`src/rtl/turbo_intlv_addr_gen_if.sv`:
```
// -----------------------------------------------------------------------------
// turbo_intlv_addr_gen_if
//   Bus bundle for the interleaver address sequencer: the read port toward the
//   permutation ROM and the (linear, permuted) output stream toward the LLR
//   buffer address muxes.
//
//   ren / raddr / rdata                      ROM read port (rdata registered in the ROM)
//   out_valid / out_ready                    stream handshake
//   out_seq / out_idx / out_last             stream payload
//
//   master : sequencer side
//   slave  : ROM + downstream consumer side
// -----------------------------------------------------------------------------
interface turbo_intlv_addr_gen_if #(
  parameter int A_WIDTH = 11,
  parameter int D_WIDTH = 11
) ();
  logic               ren;
  logic [A_WIDTH-1:0] raddr;
  logic [D_WIDTH-1:0] rdata;
  logic               out_valid;
  logic               out_ready;
  logic [A_WIDTH-1:0] out_seq;
  logic [D_WIDTH-1:0] out_idx;
  logic               out_last;

  modport master (
    output ren, raddr, out_valid, out_seq, out_idx, out_last,
    input  rdata, out_ready
  );

  modport slave (
    input  ren, raddr, out_valid, out_seq, out_idx, out_last,
    output rdata, out_ready
  );
endinterface

```
`src/rtl/turbo_intlv_addr_gen.sv`:
```
// -----------------------------------------------------------------------------
// turbo_intlv_addr_gen
//   Walks the linear index 0..blk_len-1 into the interleaver permutation ROM,
//   captures the permuted index returned one cycle later and presents each
//   (linear, permuted) pair on a valid/ready stream with backpressure.
//
// Ports
//   clk       in   clock, rising edge
//   n_rst     in   synchronous active-low reset
//   start     in   one-cycle block request (honoured only in IDLE)
//   blk_len   in   block length, 1..2**A_WIDTH, sampled with an accepted start
//   bypass    in   (INTLV_BYPASS_EN only) out_idx = linear index, no ROM reads
//   busy      out  high in RUN and DRAIN
//   done      out  one-cycle pulse after the last pair is accepted
//   len_err   out  one-cycle pulse when start is rejected for a bad length
//   bus       ROM read port + output stream (turbo_intlv_addr_gen_if.master)
//
// Build option
//   INTLV_BYPASS_EN : adds the bypass port and the identity-permutation path.
//
// States
//   IDLE  | waiting for start; length checked here
//   RUN   | issuing ROM reads while the 2-entry output FIFO has credit
//   DRAIN | all reads issued; waiting for the last pair to be accepted
// -----------------------------------------------------------------------------
module turbo_intlv_addr_gen #(
  parameter int A_WIDTH = 11,
  parameter int D_WIDTH = 11
) (
  input  logic                   clk,
  input  logic                   n_rst,
  input  logic                   start,
  input  logic [A_WIDTH:0]       blk_len,
`ifdef INTLV_BYPASS_EN
  input  logic                   bypass,
`endif
  output logic                   busy,
  output logic                   done,
  output logic                   len_err,
  turbo_intlv_addr_gen_if.master bus
);

  typedef enum logic [1:0] {
    IDLE  = 2'd0,
    RUN   = 2'd1,
    DRAIN = 2'd2
  } state_t;

  localparam logic [A_WIDTH:0]   MAX_LEN = {1'b1, {A_WIDTH{1'b0}}};
  localparam logic [A_WIDTH-1:0] ONE_A   = A_WIDTH'(1);

  state_t             state, next_state;
  logic [A_WIDTH-1:0] issue_cnt;
  logic [A_WIDTH-1:0] last_idx;
  logic [A_WIDTH-1:0] seq_d;
  logic               inflight;
  logic [1:0]         fifo_cnt;
  logic               wr_ptr, rd_ptr;
  logic [A_WIDTH-1:0] mem_seq  [2];
  logic [D_WIDTH-1:0] mem_idx  [2];
  logic               mem_last [2];

  logic               len_ok;
  logic               accept;
  logic               issue;
  logic               credit;
  logic               pop;
  logic               wr;
  logic               byp_act;
  logic [2:0]         occ;
  logic [A_WIDTH-1:0] wr_seq;
  logic [D_WIDTH-1:0] wr_idx;

  assign len_ok = (blk_len != '0) && (blk_len <= MAX_LEN);
  assign pop    = bus.out_valid && bus.out_ready;

  // A new read may be issued only if, after this cycle's pop, the FIFO plus
  // the read already in flight leaves a free slot for it.
  assign occ    = {1'b0, fifo_cnt} + {2'b00, inflight};
  assign credit = pop ? (occ < 3'd3) : (occ < 3'd2);

`ifdef INTLV_BYPASS_EN
  logic byp_q;

  always_ff @(posedge clk) begin
    if (!n_rst) begin
      byp_q <= 1'b0;
    end else if (accept) begin
      byp_q <= bypass;
    end
  end

  // In bypass the pair is known at issue time, so it skips the ROM cycle.
  assign byp_act = byp_q;
  assign wr      = inflight || (issue && byp_q);
  assign wr_seq  = byp_q ? issue_cnt : seq_d;
  assign wr_idx  = byp_q ? D_WIDTH'(issue_cnt) : bus.rdata;
`else
  assign byp_act = 1'b0;
  assign wr      = inflight;
  assign wr_seq  = seq_d;
  assign wr_idx  = bus.rdata;
`endif

  always_ff @(posedge clk) begin
    if (!n_rst) begin
      state <= IDLE;
    end else begin
      state <= next_state;
    end
  end

  always_comb begin
    next_state = state;
    accept     = 1'b0;
    issue      = 1'b0;
    case (state)
      IDLE: begin
        if (start && len_ok) begin
          accept     = 1'b1;
          next_state = RUN;
        end
      end
      RUN: begin
        if (credit) begin
          issue = 1'b1;
          if (issue_cnt == last_idx) begin
            next_state = DRAIN;
          end
        end
      end
      DRAIN: begin
        if (pop && bus.out_last) begin
          next_state = IDLE;
        end
      end
      default: next_state = IDLE;
    endcase
  end

  assign bus.ren       = issue && !byp_act;
  assign bus.raddr     = issue_cnt;
  assign busy          = (state != IDLE);
  assign bus.out_valid = (fifo_cnt != 2'd0);
  assign bus.out_seq   = mem_seq[rd_ptr];
  assign bus.out_idx   = mem_idx[rd_ptr];
  assign bus.out_last  = mem_last[rd_ptr];

  always_ff @(posedge clk) begin
    if (!n_rst) begin
      issue_cnt <= '0;
      last_idx  <= '0;
      seq_d     <= '0;
      inflight  <= 1'b0;
      fifo_cnt  <= 2'd0;
      wr_ptr    <= 1'b0;
      rd_ptr    <= 1'b0;
      done      <= 1'b0;
      len_err   <= 1'b0;
      for (int i = 0; i < 2; i++) begin
        mem_seq[i]  <= '0;
        mem_idx[i]  <= '0;
        mem_last[i] <= 1'b0;
      end
    end else begin
      done     <= (state == DRAIN) && pop && bus.out_last;
      len_err  <= (state == IDLE) && start && !len_ok;
      inflight <= bus.ren;

      if (bus.ren) begin
        seq_d <= issue_cnt;
      end

      // blk_len == 2**A_WIDTH has zero low bits; the wrap gives the all-ones
      // last index, which is what we want.
      if (accept) begin
        issue_cnt <= '0;
        last_idx  <= blk_len[A_WIDTH-1:0] - ONE_A;
      end else if (issue) begin
        issue_cnt <= issue_cnt + ONE_A;
      end

      if (wr) begin
        mem_seq[wr_ptr]  <= wr_seq;
        mem_idx[wr_ptr]  <= wr_idx;
        mem_last[wr_ptr] <= (wr_seq == last_idx);
        wr_ptr           <= ~wr_ptr;
      end

      if (pop) begin
        rd_ptr <= ~rd_ptr;
      end

      case ({wr, pop})
        2'b10:   fifo_cnt <= fifo_cnt + 2'd1;
        2'b01:   fifo_cnt <= fifo_cnt - 2'd1;
        default: fifo_cnt <= fifo_cnt;
      endcase
    end
  end

endmodule
```
`src/flat_wrapper.sv`:
```
// flat-port wrapper written by rule: the top's interface ports become plain ports
module turbo_intlv_addr_gen_flat 
#(
  parameter int A_WIDTH = 11,
  parameter int D_WIDTH = 11
)
  (clk, n_rst, start, blk_len, busy, done, len_err, bus_ren, bus_raddr, bus_out_valid, bus_out_seq, bus_out_idx, bus_out_last, bus_rdata, bus_out_ready);
  turbo_intlv_addr_gen_if #(.A_WIDTH(A_WIDTH), .D_WIDTH(D_WIDTH)) bus_i ();
  input  logic clk;
  input  logic n_rst;
  input  logic start;
  input  logic [A_WIDTH:0] blk_len;
  output logic busy;
  output logic done;
  output logic len_err;
  output wire logic [$bits(bus_i.ren)-1:0] bus_ren;
  output wire logic [$bits(bus_i.raddr)-1:0] bus_raddr;
  output wire logic [$bits(bus_i.out_valid)-1:0] bus_out_valid;
  output wire logic [$bits(bus_i.out_seq)-1:0] bus_out_seq;
  output wire logic [$bits(bus_i.out_idx)-1:0] bus_out_idx;
  output wire logic [$bits(bus_i.out_last)-1:0] bus_out_last;
  input wire logic [$bits(bus_i.rdata)-1:0] bus_rdata;
  input wire logic [$bits(bus_i.out_ready)-1:0] bus_out_ready;
  assign bus_ren = bus_i.ren;
  assign bus_raddr = bus_i.raddr;
  assign bus_out_valid = bus_i.out_valid;
  assign bus_out_seq = bus_i.out_seq;
  assign bus_out_idx = bus_i.out_idx;
  assign bus_out_last = bus_i.out_last;
  assign bus_i.rdata = bus_rdata;
  assign bus_i.out_ready = bus_out_ready;
  turbo_intlv_addr_gen #(.A_WIDTH(A_WIDTH), .D_WIDTH(D_WIDTH)) u_core (.clk(clk), .n_rst(n_rst), .start(start), .blk_len(blk_len), .busy(busy), .done(done), .len_err(len_err), .bus(bus_i));
endmodule
```
`config.mk`:
```
export PLATFORM = sky130hd
export DESIGN_NAME = turbo_intlv_addr_gen_flat
export DESIGN_NICKNAME = d
export VERILOG_FILES = /design/src/rtl/turbo_intlv_addr_gen_if.sv /design/src/rtl/turbo_intlv_addr_gen.sv /design/src/flat_wrapper.sv
export SDC_FILE = /design/constraint.sdc
export NUM_CORES = 1
export LEC_CHECK = 0
export CORE_MARGIN = 2
export CORE_UTILIZATION = 30
export CTS_CLUSTER_SIZE = 8
export DETAILED_ROUTE_END_ITERATION = 10
export PLACE_DENSITY = 0.59
export SLEW_MARGIN = 40
export SYNTH_ARGS = -nofsm -noshare
export SYNTH_HDL_FRONTEND = slang
export SYNTH_SLANG_ARGS = --single-unit
```
`constraint.sdc`:
```
create_clock -name clk -period 2.6 [get_ports clk]
set_clock_uncertainty 0.1 [all_clocks]
set_input_delay 0.52 -clock clk [delete_from_list [all_inputs] [get_ports clk]]
set_output_delay 0.52 -clock clk [all_outputs]
set_load 0.03 [all_outputs]
```
==> metrics.md, run 1 <==
| Metric | Value |
|---|---|
| Vias per cell | 4.88 |
| DR WL/cell | 15.3 µm |
| F_max | 400 MHz |
| Cell area after layout | 5700 µm² |
| Number of remaining DRC errors | 0 |
| Post-synth ARST share | 0% |
| Initial detailed-routing violation count | 183 |
| CP Capture Type | output pin |
| Total cell area at the placement stage | 5390 µm² |
| Startpoint type of the worst setup path | flip-flop |
| Worst setup slack after placement | -138 ps |
| Width of the die | 124 µm |
| Syn Std Cell Area | 4350 µm² |
| Number of primary I/O pins | 66 |
| Final Setup Violations | 0 |
| Hold/Removal Path Class | flip-flop to flip-flop |
| Most used flip-flop cell after synthesis | sky130_fd_sc_hd__dfxtp_1 |
| Number of instances in the placed design | 649 |
| Floorplan Core Area | 14400 µm² |
| Power per unit of standard cell area | 634 nW/µm² |
| Wire length of the first global-routing pass | 16600 µm |
| Mean cell area of the mapped netlist | 11.0 µm² |
| Number of global-route vias before repair | 3307 |
| Worst reg-to-reg path cell count | 8 |
| Area growth syn-to-layout | 30.9% |
| Static leakage power | 2.03 nW |
| Overflow left after global routing | 0 |
| Die area | 15500 µm² |
| Hold worst-path end | u_core.mem_last[0] |
| Number of levels the H-tree was split into | 3 |
| Library cell appearing most often on the critical path | sky130_fd_sc_hd__ha_1 |
| Peak VDD IR | 0.362 mV |
| CP Class | flip-flop to output pin |
| DR vias | 3244 |
| Die Height | 124 µm |
| EDFF count, synth | 44 |
| Initial Utilization | 30.3% |
| HPWL Detailed | 7110 µm |
| R2r setup slk | 430 ps |
| Number of antenna violations at the first check in global routing | 0 |
| Net count after synthesis | 428 |
| Peak fanout along the critical path | 6 |
| Cts hold-fix bufs | 0 |
| Endpoints failing hold | 0 |
| Cell with the biggest individual delay on the critical path | sky130_fd_sc_hd__dfxtp_2 |
| Final critical-path required period | 2500 ps |
| Clock slew at the register clock pins of the worst setup and hold paths | 60 ps |
| Max-slew violation total from the final report | 0 |
| Status | finished, final reports clean |
| Crit Reg-Reg Endpoint | u_core.bus.raddr[4] |
| Number of search-and-repair iterations in the first detailed-routing pass | 4 |
| Filler-free cell count of the finished design | 665 |
| Sum of routed wire length over all layers | 10100 µm |
| Clock tree from TritonCTS | built |
| RSZ-0062 raised after global routing | no |
| Max_cap viols | 0 |
| Count of yosys warnings during synthesis | 0 |
| Arrival time of the worst setup path | 1880 ps |
| Number of nets in the layout | 510 |
| Relative slew slack | 53.3% |
| Number of filler instances in the final layout | 1399 |
| Maximum buffer depth of the clock tree | 2 |
| Most frequent standard cell in the layout excluding fill and tap cells | sky130_fd_sc_hd__clkdlybuf4s50_1 |
| Flop and latch count out of synthesis | 89 |
| Sinks on Clock Net | 89 |
| Start point of the worst hold path | u_core.mem_last[0] |
| Clk Tree Root Cell | sky130_fd_sc_hd__clkbuf_16 |
| Ordered cell list for the critical path | ha_1 -> inv_1 -> ha_1 -> a21oi_2 -> mux2i_2 -> nor2_2 -> buf_4 |
| Clock latency on the worst-skew pair | 340 ps |
| Routability-driven placement congestion ratio | 0.799 |
| Maximum number of pins on one net before global-route repair | 35 |
| Crit share post-route | 96.2% |
| Share of the yosys chip area belonging to registers | 51.0% |
| Worst slew pin tran | 700 ps |
| Residual antenna-violating net count after detailed routing | 0 |
| Commonest non-fill, non-tap cells in the layout | sky130_fd_sc_hd__clkdlybuf4s50_1, sky130_fd_sc_hd__and2_1, sky130_fd_sc_hd__edfxtp_1 |
| Startpoint of the most critical register-to-register path | u_core.inflight |
| Total routing resource utilization after global routing | 13.2% |
| Setup slack of the critical path after layout | 99.4 ps |
| Count of cell types in the netlist | 51 |
| Number of setup buffers added after CTS | 0 |
| Required time reported for the critical path endpoint | 1980 ps |
| FP Rows | 44 |
| Number of buffers inserted during clock tree synthesis | 9 |
| Final antenna diode count | 0 |
| Layout cells sized above 1 | 21.4% |
| Number of cells on the worst hold path | 2 |
| Count of buffers from port buffering | 65 |
| Power Total | 3.61 mW |
| Maximum cell stage delay along the critical path | 380 ps |
| Cell count after synthesis | 394 |
[through the flow]
stage                     TNS (ps)  hold slack (ps)  utilization, %
after floorplan                  0              348               -
final                            0              396            39.7
after CTS                        0              395            39.6
after global placement        -210              367            37.5
after detailed placement     -1440              380            37.5
after global routing             0              445            39.7
[routing by layer]
metal | global-route usage, % | wire length (µm)
met3 | 3.31 | 398
met5 | 0 | 0
met4 | 4.89 | 225
met2 | 21.4 | 4710
met1 | 17.1 | 4800
[layout make-up]
type	count	area [µm²]	share of cell area (%)
sequential	89	2220	39.0
timing repair buffer	95	921	16.2
tap	184	230	4.04
inverter	7	26.3	0.461
clock inverter	7	70.1	1.23
multi-input combinational	274	2000	35.1
clock buffer	9	225	3.95
[how the worst max path moves through the flow]
stage | end | slack, ps | depth (start not counted) | startpoint
after global placement | u_core.last_idx[7] | -80 | 8 | blk_len[0]
after global routing | bus_ren | 40 | 7 | u_core.inflight
after detailed placement | u_core.last_idx[7] | -140 | 8 | blk_len[1]
after floorplan | bus_ren | 180 | 7 | u_core.fifo_cnt[0]
final | bus_ren | 100 | 7 | u_core.inflight
after CTS | bus_ren | 30 | 7 | u_core.fifo_cnt[0]
[critical path, delay by kind of cell (launching register included)]
kind,cells,cell delay (ps)
DFF,1,380
buffers and inverters,2,250
and+or+nand+nor,1,190
adders and majority gates,2,460
muxes,1,120
AOI/OAI and AO/OA,1,150
[report_power, final]
part	internal (mW)	switching [mW]	leakage [nW]
registers	1.54	0.0539	0.826
logic	0.342	0.395	1.08
clock network	0.742	0.538	0.132
total	2.62	0.987	2.03
[synthesized netlist by cell type, drive strengths merged (2+ instances only)]
cell,instances,area [µm²]
o21ai,19,95.1
clkbuf,12,45.0
o31ai,10,98.8
and2,44,275
nor3,14,105
nor4,5,31.3
ha,7,87.6
buf,12,68.8
nor4b,2,23.8
dfxtp,45,901
nor2,9,33.8
a21oi,28,140
xor2,13,114
a211oi,7,82.6
edfxtp,44,1320
or3,6,37.5
mux2,24,270
xnor2,20,175
or2,3,18.8
nand2,10,40.0
and3,2,12.5
nand4,9,56.3
inv,6,22.5
or4,7,52.6
nand2b,2,12.5
nand3,18,90.1
[cells by family after synthesis]
| family | synth area share [%] |
|---|---|
| fa+ha+maj | 2.01 |
| compound gates | 11.3 |
| flops | 51.0 |
| buf+inv | 3.22 |
| xor+xnor | 6.64 |
| mux | 6.44 |
| simple gates | 19.3 |
[what timing repair did]
action                                  4_1_cts  5_1_grt
endpoints found under the setup margin        1        1
pin swaps                                     0        1
resized for setup                             3        1
[sequential cells by signal (all words and copies together) (netlist names), named ones only]
name / cells
u_core.mem_idx: 22
u_core.mem_seq: 22
u_core.bus.raddr: 11
u_core.last_idx: 11
u_core.seq_d: 11
u_core.fifo_cnt: 2
u_core.mem_last: 2
u_core.state: 2
u_core.done: 1
u_core.inflight: 1
u_core.len_err: 1
u_core.rd_ptr: 1
u_core.wr_ptr: 1
(Power assumes the default switching activity.)
==> run 2, diff against run 1 <==
==> constraint.sdc (replaced) <==
create_clock -name clk -period 2.34 [get_ports clk]
set_clock_uncertainty 0.1 [all_clocks]
set_input_delay 0.468 -clock clk [delete_from_list [all_inputs] [get_ports clk]]
set_output_delay 0.468 -clock clk [all_outputs]
set_load 0.03 [all_outputs]
==> run 2 against run 1 <==
Against the previous run: count of clock-buffer cells in the layout did not move; sequential cell count stayed put; combinational power up 16%; non-clock buffer count up 16; sequential share of layout area fell by 1.1 points; critical path depth did not move; critical endpoint unchanged.
==> metrics.md, run 2 (synthesis results as in run 1) <==
| Metric | Value |
|---|---|
| Maximum number of pins on one net before global-route repair | 24 (was 35) |
| Residual antenna-violating net count after detailed routing | 0 (unchanged) |
| Leading registers by flop count | u_core.mem_idx (22), u_core.mem_seq (22) (unchanged) |
| Start point of the worst hold path | u_core.mem_last[0] (unchanged) |
| FP Rows | 44 (unchanged) |
| Commonest non-fill, non-tap cells in the layout | sky130_fd_sc_hd__and2_1, sky130_fd_sc_hd__buf_4, sky130_fd_sc_hd__edfxtp_1 (was sky130_fd_sc_hd__clkdlybuf4s50_1, sky130_fd_sc_hd__and2_1, sky130_fd_sc_hd__edfxtp_1) |
| Clock latency on the worst-skew pair | 340 ps (about the same) |
| Maximum buffer depth of the clock tree | 2 (unchanged) |
| Worst setup path startpoint | u_core.inflight (unchanged) |
| Static leakage power | 2.19 nW (was 2.03 nW) |
| Number of global-route vias before repair | 3399 (was 3307) |
| Clk Tree Root Cell | sky130_fd_sc_hd__clkbuf_16 (unchanged) |
| Number of antenna violations at the first check in global routing | 0 (unchanged) |
| Final hold slack | 395 ps (was 396 ps) |
| Final Setup Violations | 0 (unchanged) |
| Initial detailed-routing violation count | 188 (was 183) |
| Met1 track demand over resource | 17.1% (about the same) |
| Global Route met2 Usage | 22.6% (was 21.4%) |
| Layout cells sized above 1 | 25.5% (was 21.4%) |
| F_max | 428 MHz |
| RSZ-0062 raised after global routing | yes (was no) |
| Die area | 15500 µm² (unchanged) |
| Worst slew pin tran | 737 ps (was 700 ps) |
| Startpoint of the most critical register-to-register path | u_core.state[0] (was u_core.inflight) |
| Endpoints failing hold | 0 (unchanged) |
| Number of search-and-repair iterations in the first detailed-routing pass | 4 (unchanged) |
| Number of buffers inserted during clock tree synthesis | 9 (unchanged) |
| GR Layer Usage met3 | 3.39% (was 3.31%) |
| Required time reported for the critical path endpoint | 1770 ps (was 1980 ps) |
| Cts hold-fix bufs | 0 (unchanged) |
| Number of levels the H-tree was split into | 3 (unchanged) |
| Crit Reg-Reg Endpoint | u_core.bus.raddr[9] (was u_core.bus.raddr[4]) |
| Max_cap viols | 0 (unchanged) |
| Arrival time of the worst setup path | 1770 ps (was 1880 ps) |
| Sum of routed wire length over all layers | 10600 µm (was 10100 µm) |
| Hold/Removal Path Class | flip-flop to flip-flop (unchanged) |
| Cell family contributing the most delay on the critical path | flip-flops (was adder cells) |
| Width of the die | 124 µm (unchanged) |
| Final antenna diode count | 0 (unchanged) |
| Peak VDD IR | 0.286 mV (was 0.362 mV) |
| Worst reg-to-reg path cell count | 4 (was 8) |
| Bufs and invs on worst path | 2 (unchanged) |
| CP Class | flip-flop to output pin (unchanged) |
| Status | finished, final reports clean (unchanged) |
| Peak fanout along the critical path | 2 (was 6) |
| Startpoint type of the worst setup path | flip-flop (unchanged) |
| Number of nets in the layout | 527 (was 510) |
| Floorplan Core Area | 14400 µm² (unchanged) |
| Power per unit of standard cell area | 673 nW/µm² (was 634 nW/µm²) |
| Wire length of the first global-routing pass | 17000 µm (was 16600 µm) |
| Die Height | 124 µm (unchanged) |
| Number of primary I/O pins | 66 (unchanged) |
| Routability-driven placement congestion ratio | 0.789 (was 0.799) |
| Count of buffers from port buffering | 65 (unchanged) |
| R2r setup slk | 290 ps (was 430 ps) |
| HPWL Detailed | 7430 µm (was 7110 µm) |
| Number of remaining DRC errors | 0 (unchanged) |
| DR vias | 3359 (was 3244) |
| Initial Utilization | 30.3% (unchanged) |
| Critical path destination | bus_ren (unchanged) |
| Final critical-path required period | 2340 ps |
| Routing layer with the top usage in global route | met2 (unchanged) |
| Maximum cell stage delay along the critical path | 340 ps (was 380 ps) |
| Total routing resource utilization after global routing | 13.6% (was 13.2%) |
| Sinks on Clock Net | 89 (unchanged) |
| Clock tree from TritonCTS | built (unchanged) |
| Crit share post-route | 99.9% |
| Relative slew slack | 50.9% (was 53.3%) |
| Ordered cell list for the critical path | ha_4 -> buf_4 -> ha_1 -> a21oi_2 -> mux2i_2 -> nor2_2 -> buf_6 (was ha_1 -> inv_1 -> ha_1 -> a21oi_2 -> mux2i_2 -> nor2_2 -> buf_4) |
| Cell with the biggest individual delay on the critical path | sky130_fd_sc_hd__dfxtp_2 (unchanged) |
| Max-slew violation total from the final report | 0 (unchanged) |
| Area growth syn-to-layout | 34.5% (was 30.9%) |
| Number of stages on the worst setup path | 7 (unchanged) |
| CP Capture Type | output pin (unchanged) |
| Clock slew at the register clock pins of the worst setup and hold paths | 60 ps (about the same) |
| Overflow left after global routing | 0 (unchanged) |
| Worst setup slack after placement | -378 ps (was -138 ps) |
| DR WL/cell | 15.6 µm (was 15.3 µm) |
| Number of filler instances in the final layout | 1394 (was 1399) |
| Vias per cell | 4.93 (was 4.88) |
| Setup slack of the critical path after layout | 1.88 ps (was 99.4 ps) |
| Final core utilization | 40.8% (was 39.7%) |
[run 2: cell types whose count changed in the layout (fill, tap and decap cells not counted), sizes merged]
cell / previous run / this run
buf: 37 / 53
bufinv: 1 / 0
clkdlybuf4s50: 58 / 40
clkinv: 2 / 6
clkinvlp: 4 / 1
dlygate4sd2: 0 / 17
dlymetal6s2s: 0 / 1
nand2: 10 / 11
[run 2: tightest hold or removal path: stages, from the launching register on]
cell and delay (ps):
sky130_fd_sc_hd__dfxtp_1 310, sky130_fd_sc_hd__nand3_1 70, sky130_fd_sc_hd__o31ai_1 70
[run 2: worst min-delay path by stage]
stage,endpoint,slack [ps],depth (start not counted)
after floorplan,u_core.mem_last[1],350,2
after detailed placement,u_core.mem_last[0],390,2
after global routing,u_core.last_idx[0],420,3
after global placement,u_core.mem_last[1],360,2
after CTS,u_core.mem_last[0],400,2
final,u_core.mem_last[0],390,2
[run 2: cell type report]
| cell class | instances | area (µm²) | area share [%] |
|---|---|---|---|
| Clock buffer | 9 | 225 | 3.85 |
| Clock inverter | 7 | 45.0 | 0.769 |
| Inverter | 7 | 26.3 | 0.449 |
| Multi-Input combinational cell | 275 | 2070 | 35.3 |
| Sequential cell | 89 | 2220 | 38.0 |
| Tap cell | 184 | 230 | 3.93 |
| Timing Repair Buffer | 111 | 1040 | 17.7 |
[run 2: routing by layer]
| metal | up-vias | routed length [µm] |
|---|---|---|
| met4 | 0 | 227 |
| met5 | - | 0 |
| met2 | 80 | 5060 |
| met1 | 1620 | 4900 |
| li1 | 1645 | - |
| met3 | 14 | 440 |
[run 2: metrics by stage]
stage	power (mW)	instance area [µm²]	setup TNS, ps	instances
2_1_floorplan	2.29	4360	0	394
3_3_place_gp	2.64	5480	-4690	660
3_5_place_dp	2.66	5480	-6590	660
4_1_cts	3.96	5740	-76.3	676
5_1_grt	4.11	5860	-77.5	682
6_report	3.94	5860	0	682
[run 2: power breakdown]
part | total, mW | internal, mW | switching, mW
Sequential | 1.77 | 1.71 | 0.0561
Combinational | 0.852 | 0.393 | 0.459
Clock | 1.32 | 0.717 | 0.603
Total | 3.94 | 2.82 | 1.12
[run 2: what timing repair did]
action                                  in CTS  in global routing
gates cloned                                 0                  2
pin swaps                                    1                 11
setup buffers                                0                  5
gates resized for setup                     20                 17
endpoints found under the setup margin      21                 21
